--- src/rtl/disp_scan.sv ---
// Three-digit multiplexed display scanner: a prescaler steps the digit index,
// and a loaded value is held pending until the frame wraps so that a frame is never torn.
module disp_scan #(
    parameter int PRESCALE = 50000
) (
    input  logic       Clock,
    input  logic       Resetn,
    input  logic       Load,
    input  logic [9:0] Data,
    input  logic       Blank,
    output logic [3:0] D,
    output logic [2:0] DigitSel,
    output logic       Pending,
    output logic       FrameTick
);

    localparam int CW = (PRESCALE > 1) ? $clog2(PRESCALE) : 1;
    localparam logic [CW-1:0] CNT_LAST = CW'(PRESCALE - 1);

    localparam logic [1:0] IDX0 = 2'd0;
    localparam logic [1:0] IDX1 = 2'd1;
    localparam logic [1:0] IDX2 = 2'd2;

    logic [CW-1:0] cnt_reg;
    logic [1:0]    idx_reg;
    logic [1:0]    idx_next;
    logic [9:0]    disp_reg;
    logic [9:0]    pend_reg;
    logic          pending_reg;
    logic          frame_reg;
    logic          tick;
    logic          wrap;

    assign tick = (cnt_reg == CNT_LAST);
    assign wrap = tick && (idx_reg == IDX2);

    always_comb begin
        idx_next = idx_reg;
        if (tick) begin
            case (idx_reg)
                IDX0:    idx_next = IDX1;
                IDX1:    idx_next = IDX2;
                default: idx_next = IDX0;
            endcase
        end
    end

    always_ff @(posedge Clock or negedge Resetn) begin
        if (!Resetn) begin
            cnt_reg <= '0;
            idx_reg <= IDX0;
        end else begin
            cnt_reg <= tick ? '0 : cnt_reg + 1'b1;
            idx_reg <= idx_next;
        end
    end

    // A Load on the wrap edge still commits the previous pending value;
    // the new value stays pending for the following frame.
    always_ff @(posedge Clock or negedge Resetn) begin
        if (!Resetn) begin
            disp_reg    <= '0;
            pend_reg    <= '0;
            pending_reg <= 1'b0;
            frame_reg   <= 1'b0;
        end else begin
            frame_reg <= wrap;
            if (wrap && pending_reg) begin
                disp_reg <= pend_reg;
            end
            if (Load) begin
                pend_reg    <= Data;
                pending_reg <= 1'b1;
            end else if (wrap) begin
                pending_reg <= 1'b0;
            end
        end
    end

    always_comb begin
        D = 4'h0;
        case (idx_reg)
            IDX0:    D = disp_reg[3:0];
            IDX1:    D = disp_reg[7:4];
            IDX2:    D = {2'b00, disp_reg[9:8]};
            default: D = 4'h0;
        endcase
    end

    // Blank only masks the enables; scanning keeps running underneath.
    genvar gi;
    generate
        for (gi = 0; gi < 3; gi++) begin : g_sel
            assign DigitSel[gi] = Blank | (idx_reg != 2'(gi));
        end
    endgenerate

    assign Pending   = pending_reg;
    assign FrameTick = frame_reg;

endmodule

--- config.mk ---
export PLATFORM = sky130hd
export DESIGN_NAME = disp_scan
export DESIGN_NICKNAME = d
export VERILOG_FILES = /design/src/rtl/disp_scan.sv
export SDC_FILE = /design/constraint.sdc
export NUM_CORES = 1
export LEC_CHECK = 0
export ABC_AREA = 1
export ABC_CLOCK_PERIOD_IN_PS = 1500
export CELL_PAD_IN_SITES_DETAIL_PLACEMENT = 0
export CELL_PAD_IN_SITES_GLOBAL_PLACEMENT = 1
export CORE_ASPECT_RATIO = 2
export CORE_UTILIZATION = 41
export CTS_CLUSTER_SIZE = 8
export DETAILED_ROUTE_END_ITERATION = 8
export GPL_TIMING_DRIVEN = 0
export PLACE_DENSITY = 0.84
export SLEW_MARGIN = 15
export SYNTH_ARGS = -nofsm -noshare
export SYNTH_HDL_FRONTEND = slang
export SYNTH_SLANG_ARGS = --single-unit
export TNS_END_PERCENT = 100
--- constraint.sdc ---
create_clock -name Clock -period 1.5 [get_ports Clock]
set_input_delay 0.3 -clock Clock [delete_from_list [all_inputs] [get_ports Clock]]
set_output_delay 0.3 -clock Clock [all_outputs]
set_load 0.03 [all_outputs]
[Yosys cells after proc, flatten, opt, wreduce, memory -nomap -nowiden]
Index checks and enable logic that the tools add are counted.
Widths: inputs -> output; s select.
Word-level totals
  flip-flop bits (word level): 40
  bits of input ports: 14
Cells by class
  $add $sub $neg: 1
  bitwise operators: 3
  reductions and logical operators: 5
  equality and inequality tests: 5
  mux-type cells: 5
Operators with widths (number)
  $add 16x1->16 const B: 1
  $eq 16x16->1 const B: 1
  $mux 16: 1
  $pmux 4 s3: 1
  $pmux 2 s2: 1
  $reduce_bool 2->1: 2
  $or 1x1->1: 3
  $eq 2x1->1 const B: 1
  $eq 2x2->1 const B: 1
  $logic_and 1x1->1: 2
  $logic_not 2->1: 1
  $mux 1: 2
  $ne 2x1->1 const B: 1
  $ne 2x2->1 const B: 1

[Longest topological paths before layout]
Gate-level depths: netlist of the first run.
  word-level depth: 4
  depth in mapped cells: 9
  depth with buffers taken out: 8

[Worst setup path before layout of the first run]
OpenSTA, ideal clock, no wires.
  kind: reg-to-output
  from: reg idx_reg[0]
  to: out D[0]
  buffers on the path: 1
  required time: 1.200 ns
  cell stages (with the launch flop): 5
  arrival: 1.135 ns
  path slack: 0.065 ns
  path through: dfrtp_1 -> nor2_1 -> buf_4 -> nand2_1 -> nand3_1
Between the ends
  cells in the longest elaborated chain, start to end: 2
  elaborated cells between the ends (all ways): 4
  those cells by class: 2 x eq/ne; 1 x mux; 1 x reduce/logical
Ends and longest elaborated chain
  start: declaration: line 25  | logic [1:0] idx_reg;
  start signal: assignment: line 54  | idx_reg <= idx_next;
  $eq 2x2->1, or another cell as far along: line 82  | case (idx_reg)
  $pmux 4 s3 *: line 82
  end: declaration: line 11  | output logic [3:0] D,
Every way passes the cells marked *; elsewhere a longest branch is shown, timed or not.

[Worst setup path after layout of the first run]
  from: reg idx_reg[0]
  to: out D[1]
The elaborated chain is that of the path after synthesis.

==> impl_metrics.json, run 1 <==
{
  "status": "complete, but fails checks",
  "violations": "setup timing",
  "drv_slew": 0,
  "crit_family": "flip-flops",
  "tightest_slew_ns": 0.503,
  "synth.most_common_cell": "nand2_1",
  "io-pin-count": 23,
  "dp.cells": 331,
  "yosys_warnings": 0,
  "r2r-start": "cnt_reg[7]",
  "viasPerCell": 4.91,
  "wl_per_cell_um": 13.4,
  "p_total_mw": 2.18,
  "drive_above_1_share_pct": 21.5,
  "clk_pin_slew_worst_paths_ns": 0.08,
  "post-route-util_pct": 57.4,
  "die-height_um": 101,
  "crit_type": "reg2out",
  "max_freq_ghz": 0.632,
  "maxUsedRoutingLayer": "met4",
  "hold_viol": 0,
  "start_util_pct": 43.2,
  "hold_path_startpoint": "pend_reg[3]",
  "grt_pass1_vias": 1770,
  "fin_cells": 352,
  "critPathRequiredTime_ns": 1.20,
  "wl_met2_um": 2770,
  "cp-start-kind": "register",
  "cp_common_cell": "buf_6",
  "netlist_instances": 253,
  "track_usage_pct": 21.2,
  "grt_pass1_wl_um": 7930,
  "hp-class": "reg2reg",
  "cts_max_path_buffers": 2,
  "routed-via-count": 1729,
  "post-route-drc-count": 0,
  "dr.pass1.iters": 4,
  "setup_slack_ns": -0.0815,
  "post_synth_num_cell_types": 26,
  "critPathLaunch": "idx_reg[0]",
  "synth_nets": 268,
  "tritoncts": "done",
  "cts_buffers": 5,
  "yosys-top-cells-count": "nand2_1 (93), dfrtp_1 (40), nor2_1 (31)",
  "yosysTopAreaCell": "dfrtp_1",
  "avgSynthCellArea_sq_um": 7.92,
  "ant_nets": 0,
  "clk_latency_ns": 0.29,
  "worst-path-max-fanout": 5,
  "synth-main-ff-cell": "dfrtp_1",
  "htreeDepth": 2,
  "core_sq_um": 4640,
  "synthTopCellsByArea": "dfrtp_1 (50%), nand2_1 (17%), nor2_1 (5.8%)",
  "synth_top_area_share_pct": 50.0,
  "finalSetupViolCount": 6,
  "io_buffers": 22,
  "dieArea_sq_um": 5190,
  "grt_max_degree": 22,
  "antenna_found_initial": 0,
  "finalNetCount": 311,
  "clockRootBuffer": "clkbuf_8",
  "critPathBufInv": 3,
  "async_flop_share_pct": 100,
  "cts.sinks": 40,
  "largest_reg_flops": 16,
  "clock_skew_ns": 0.00441,
  "yosysSeqAreaShare_pct": 50.0,
  "power_leakage_nw": 1.41,
  "crit_chain": "inv_2, nor2_4, buf_6, nand2_4, nand3_2, buf_6",
  "syn2layout_area_growth_pct": 33.0,
  "relSlewSlack_pct": 66.5,
  "overflow": 0,
  "pwr_density_cell_nw_per_um2": 819,
  "synth_area_sq_um": 2000,
  "synth_seq_cells": 40,
  "fin_crit_sh_pct": 105,
  "synth_edf_count": 0,
  "rows": 35,
  "arrival_ns": 1.28,
  "rsz0062_at_grt": "yes",
  "end_kind": "output port",
  "maxCapViolations": 0,
  "insertedDiodeCount": 0,
  "ir_drop_mv": 0.757,
  "met1Wirelength_um": 1660,
  "min_period_ns": 1.58,
  "gp_congestion": 0.801,
  "slowest_stage": "dfrtp_2",
  "critPathMaxStageDelay_ns": 0.43,
  "dp_hpwl_um": 3420,
  "dr_wl_met3_um": 89,
  "die_width_um": 51.4,
  "finalWirelength_um": 4700,
  "drt_first_iter_violations": 40
}
worst paths after layout:
path                                     to  slack [ns]  cells past startpoint
worst max-delay path                   D[1]       -0.08                      6
min in group asynchronous        cnt_reg[2]        0.50                      2
worst min-delay path            pend_reg[3]        0.47                      2
max in group asynchronous        idx_reg[0]        0.51                      3
worst max register to register  disp_reg[7]        0.09                      8
worst min register to register  pend_reg[3]        0.47                      2
layer usage:
| metal | global-route usage (%) | up-vias |
|---|---|---|
| met5 | 0 | - |
| met4 | 11.2 | 0 |
| met3 | 2.71 | 11 |
| met2 | 41.0 | 33 |
| met1 | 20.5 | 809 |
| li1 | - | 876 |
cell type report:
type | count | area (sq um)
inverters | 29 | 111
repair buffers | 36 | 350
well taps | 55 | 68.8
multi-input cells | 177 | 940
clock inverters | 1 | 30.0
clock buffers | 7 | 96.3
flip-flops and latches | 40 | 1000
plain buffers | 7 | 63.8
fillers | 469 | 1980
layout by cell type, fill, tap and decap left out, drive strengths merged, types with 2 or more instances in the layout:
| cell type | n |
|---|---|
| a22o | 2 |
| buf | 26 |
| clkbuf | 9 |
| clkdlybuf4s50 | 12 |
| clkinv | 2 |
| dfrtp | 40 |
| inv | 27 |
| nand2 | 95 |
| nand3 | 12 |
| nand4 | 15 |
| nor2 | 33 |
| nor3 | 6 |
| o21ai | 4 |
| xor2 | 6 |
report_power, final:
group	switching [mW]	internal [mW]	total (mW)	leakage, nW
Clock	0.378	0.587	0.965	0.0645
Combinational	0.0518	0.0518	0.104	0.825
Sequential	0.0125	1.10	1.11	0.518
timing repair:
item,CTS,global route
hold buffers,1,0
setup endpoints to repair,24,24
hold endpoints to repair,20,0
pin swaps,4,4
buffers inserted,9,3
gates resized for setup,72,11
metrics by stage:
step / setup TNS (ns) / worst slack (ns) / cell area [sq um] / hold slack (ns)
6_report: -0.378 / -0.0815 / 2660 / 0.474
5_1_grt: -0.801 / -0.135 / 2660 / 0.500
4_1_cts: -0.604 / -0.145 / 2590 / 0.479
3_5_place_dp: -4.38 / -0.657 / 2310 / 0.298
3_3_place_gp: -42.51 / -0.954 / 2290 / 0.454
2_1_floorplan: 0 / 0.0653 / 2000 / 0.00441
cell families (layout without fill, tap and decap cells):
group,count (synthesis),count (layout),share of synthesized area [%]
AOI/OAI and AO/OA,9,9,2.81
xor gates and xnor gates,6,6,2.62
adders and majority gates,1,1,0.625
buffers and inverters,36,80,8.56
DFF,40,40,50.0
and+or+nand+nor,161,161,35.4
tightest hold or removal path, stage by stage, from the launching register on:
cell and delay, ns:
dfrtp_1 0.35, nand2_1 0.05, nand2_1 0.04
Note: power is estimated with default switching activity, not from simulation.
==> run 2: changes to the inputs <==
==> config.mk (replaced) <==
export PLATFORM = sky130hd
export DESIGN_NAME = disp_scan
export DESIGN_NICKNAME = d
export VERILOG_FILES = /design/src/rtl/disp_scan.sv
export SDC_FILE = /design/constraint.sdc
export NUM_CORES = 1
export LEC_CHECK = 0
export ABC_AREA = 1
export ABC_CLOCK_PERIOD_IN_PS = 1420
export CELL_PAD_IN_SITES_DETAIL_PLACEMENT = 0
export CELL_PAD_IN_SITES_GLOBAL_PLACEMENT = 1
export CORE_ASPECT_RATIO = 2
export CORE_UTILIZATION = 37
export CTS_CLUSTER_SIZE = 8
export DETAILED_ROUTE_END_ITERATION = 8
export GPL_TIMING_DRIVEN = 0
export PLACE_DENSITY = 0.8
export SLEW_MARGIN = 15
export SYNTH_ARGS = -nofsm -noshare
export SYNTH_HDL_FRONTEND = slang
export SYNTH_SLANG_ARGS = --single-unit
==> constraint.sdc (replaced) <==
create_clock -name Clock -period 1.42 [get_ports Clock]
set_input_delay 0.284 -clock Clock [delete_from_list [all_inputs] [get_ports Clock]]
set_output_delay 0.284 -clock Clock [all_outputs]
set_load 0.03 [all_outputs]
==> impl_metrics.json, run 2 (synthesis gave the netlist of run 1 again) <==
{
  "finalNetCount": 316,
  "die-height_um": 106,
  "antenna_found_initial": 0,
  "crit_family": "flip-flops",
  "pwr_density_cell_nw_per_um2": 762,
  "routed-via-count": 1807,
  "gr-usage-met1_pct": 19.4,
  "maxCapViolations": 0,
  "viasPerCell": 5.02,
  "core_sq_um": 5180,
  "rows": 37,
  "crit_chain": "inv_2, nor2_4, buf_6, nand2_2, nand3_2, buf_6",
  "dp.cells": 334,
  "drive_above_1_share_pct": 26.5,
  "min_period_ns": 1.59,
  "switchingPower_uw": 483,
  "violations": "setup timing",
  "post-route-drc-count": 0,
  "dp_hpwl_um": 3620,
  "critPathBufInv": 3,
  "fin_setup_tns_ns": -1.04,
  "largest_reg_flops": 16,
  "p_int_mw": 1.61,
  "critPathMaxStageDelay_ns": 0.44,
  "setup_slack_ns": -0.168,
  "status": "complete, but fails checks",
  "register_area_sq_um": 1010,
  "wl_per_cell_um": 14.3,
  "relSlewSlack_pct": 69.5,
  "clk_pin_slew_worst_paths_ns": 0.08,
  "finalWirelength_um": 5160,
  "die_width_um": 54.0,
  "cts_buffers": 5,
  "power_leakage_nw": 1.44,
  "cp-start-kind": "register",
  "seqPwrFrac_pct": 56.1,
  "io-pin-count": 23,
  "crit_type": "reg2out",
  "syn2layout_area_growth_pct": 37.2,
  "post-route-util_pct": 53.0,
  "grt_max_degree": 34,
  "hold_viol": 0,
  "drv_slew": 0,
  "htreeDepth": 2,
  "fin_hold_ws_ns": 0.366,
  "dieArea_sq_um": 5730,
  "post-place-ws_ns": -0.748,
  "ir_drop_mv": 0.792,
  "start_util_pct": 38.6,
  "critPathRequiredTime_ns": 1.14,
  "ant_nets": 0,
  "multi_input_area_sq_um": 1010,
  "tritoncts": "done",
  "p_comb_share_pct": 5.1,
  "netSwitchingFraction_pct": 23.1,
  "clk_latency_ns": 0.30,
  "tightest_slew_ns": 0.454,
  "drt_first_iter_violations": 30,
  "clockRootBuffer": "clkbuf_8",
  "cts.sinks": 40,
  "clock_skew_ns": 0.00564,
  "grt_pass1_vias": 1853,
  "rsz0062_at_grt": "yes",
  "busiest_layer": "met2",
  "met3_usage_pct": 3.15,
  "arrival_ns": 1.30,
  "gp_congestion": 0.828,
  "track_usage_pct": 20.3,
  "grt_pass1_wl_um": 8360,
  "max_freq_ghz": 0.630,
  "worst-path-max-fanout": 6,
  "slowest_stage": "dfrtp_2",
  "overflow": 0,
  "end_kind": "output port",
  "final_cell_mix": "nand2_1 (86), dfrtp_1 (34), inv_1 (22)",
  "cts_max_path_buffers": 2,
  "hp-class": "in2async",
  "fin_cells": 360,
  "cp_common_cell": "buf_6",
  "dr.pass1.iters": 4,
  "met2_usage_pct": 38.3,
  "io_buffers": 22,
  "fin_crit_sh_pct": 112,
  "fill_cells": 519,
  "finalSetupViolCount": 13,
  "final_common_cell": "nand2_1",
  "clkPwrFrac_pct": 38.7,
  "insertedDiodeCount": 0
}
run 2: metrics by stage:
step / power [mW] / cell area [sq um]
4_1_cts: 2.12 / 2580
6_report: 2.09 / 2750
5_1_grt: 2.18 / 2750
3_5_place_dp: 1.31 / 2310
3_3_place_gp: 1.30 / 2300
2_1_floorplan: 1.23 / 2000
run 2: worst reg2reg max path, cell delays in order (launching register included):
cell and delay, ns:
dfrtp_1 0.40, ha_4 0.17, nand3_4 0.14, inv_4 0.11
nand2_4 0.07, nor2_8 0.19, buf_8 0.16, nand4_1 0.08
nand2_1 0.06
run 2: power by group through the flow:
stage	combinational [mW]	sequential, mW	clock (mW)
6_report	0.108	1.18	0.811
5_1_grt	0.124	1.18	0.873
4_1_cts	0.112	1.18	0.829
3_5_place_dp	0.108	1.20	0
3_3_place_gp	0.102	1.20	0
2_1_floorplan	0.0338	1.20	0
run 2: layer usage:
| layer | up-vias | part of all wire [%] |
|---|---|---|
| li1 | 895 | - |
| met1 | 872 | 33 |
| met2 | 27 | 62 |
| met3 | 13 | 2.0 |
| met4 | 0 | 3.3 |
| met5 | - | 0 |
run 2: what timing repair did:
item,CTS,global route
hold buffers,1,0
gates resized for setup,78,32
setup endpoints to repair,30,31
endpoints found under the hold margin,7,0
setup buffers,9,7
gates cloned,0,1
pin swaps,8,10
run 2: area by class of cell:
type                    instances  area share [%]
plain buffers                   7            2.32
clock buffers                   7            3.14
clock inverters                 1           0.273
inverters                      29            4.19
multi-input cells             178            36.6
flip-flops and latches         40            36.7
well taps                      58            2.64
repair buffers                 40            14.2
run 2: path summary, 6_finish.rpt:
path	from	endpoint	slack, ns	depth (start not counted)
worst max-delay path	idx_reg[1]	D[0]	-0.17	6
worst min-delay path	Resetn	cnt_reg[2]	0.37	2
max in group asynchronous	Resetn	Pending	0.59	3
min in group Clock	pend_reg[7]	pend_reg[7]	0.47	2
worst min register to register	pend_reg[7]	pend_reg[7]	0.47	2
worst max register to register	cnt_reg[1]	disp_reg[7]	-0.02	8
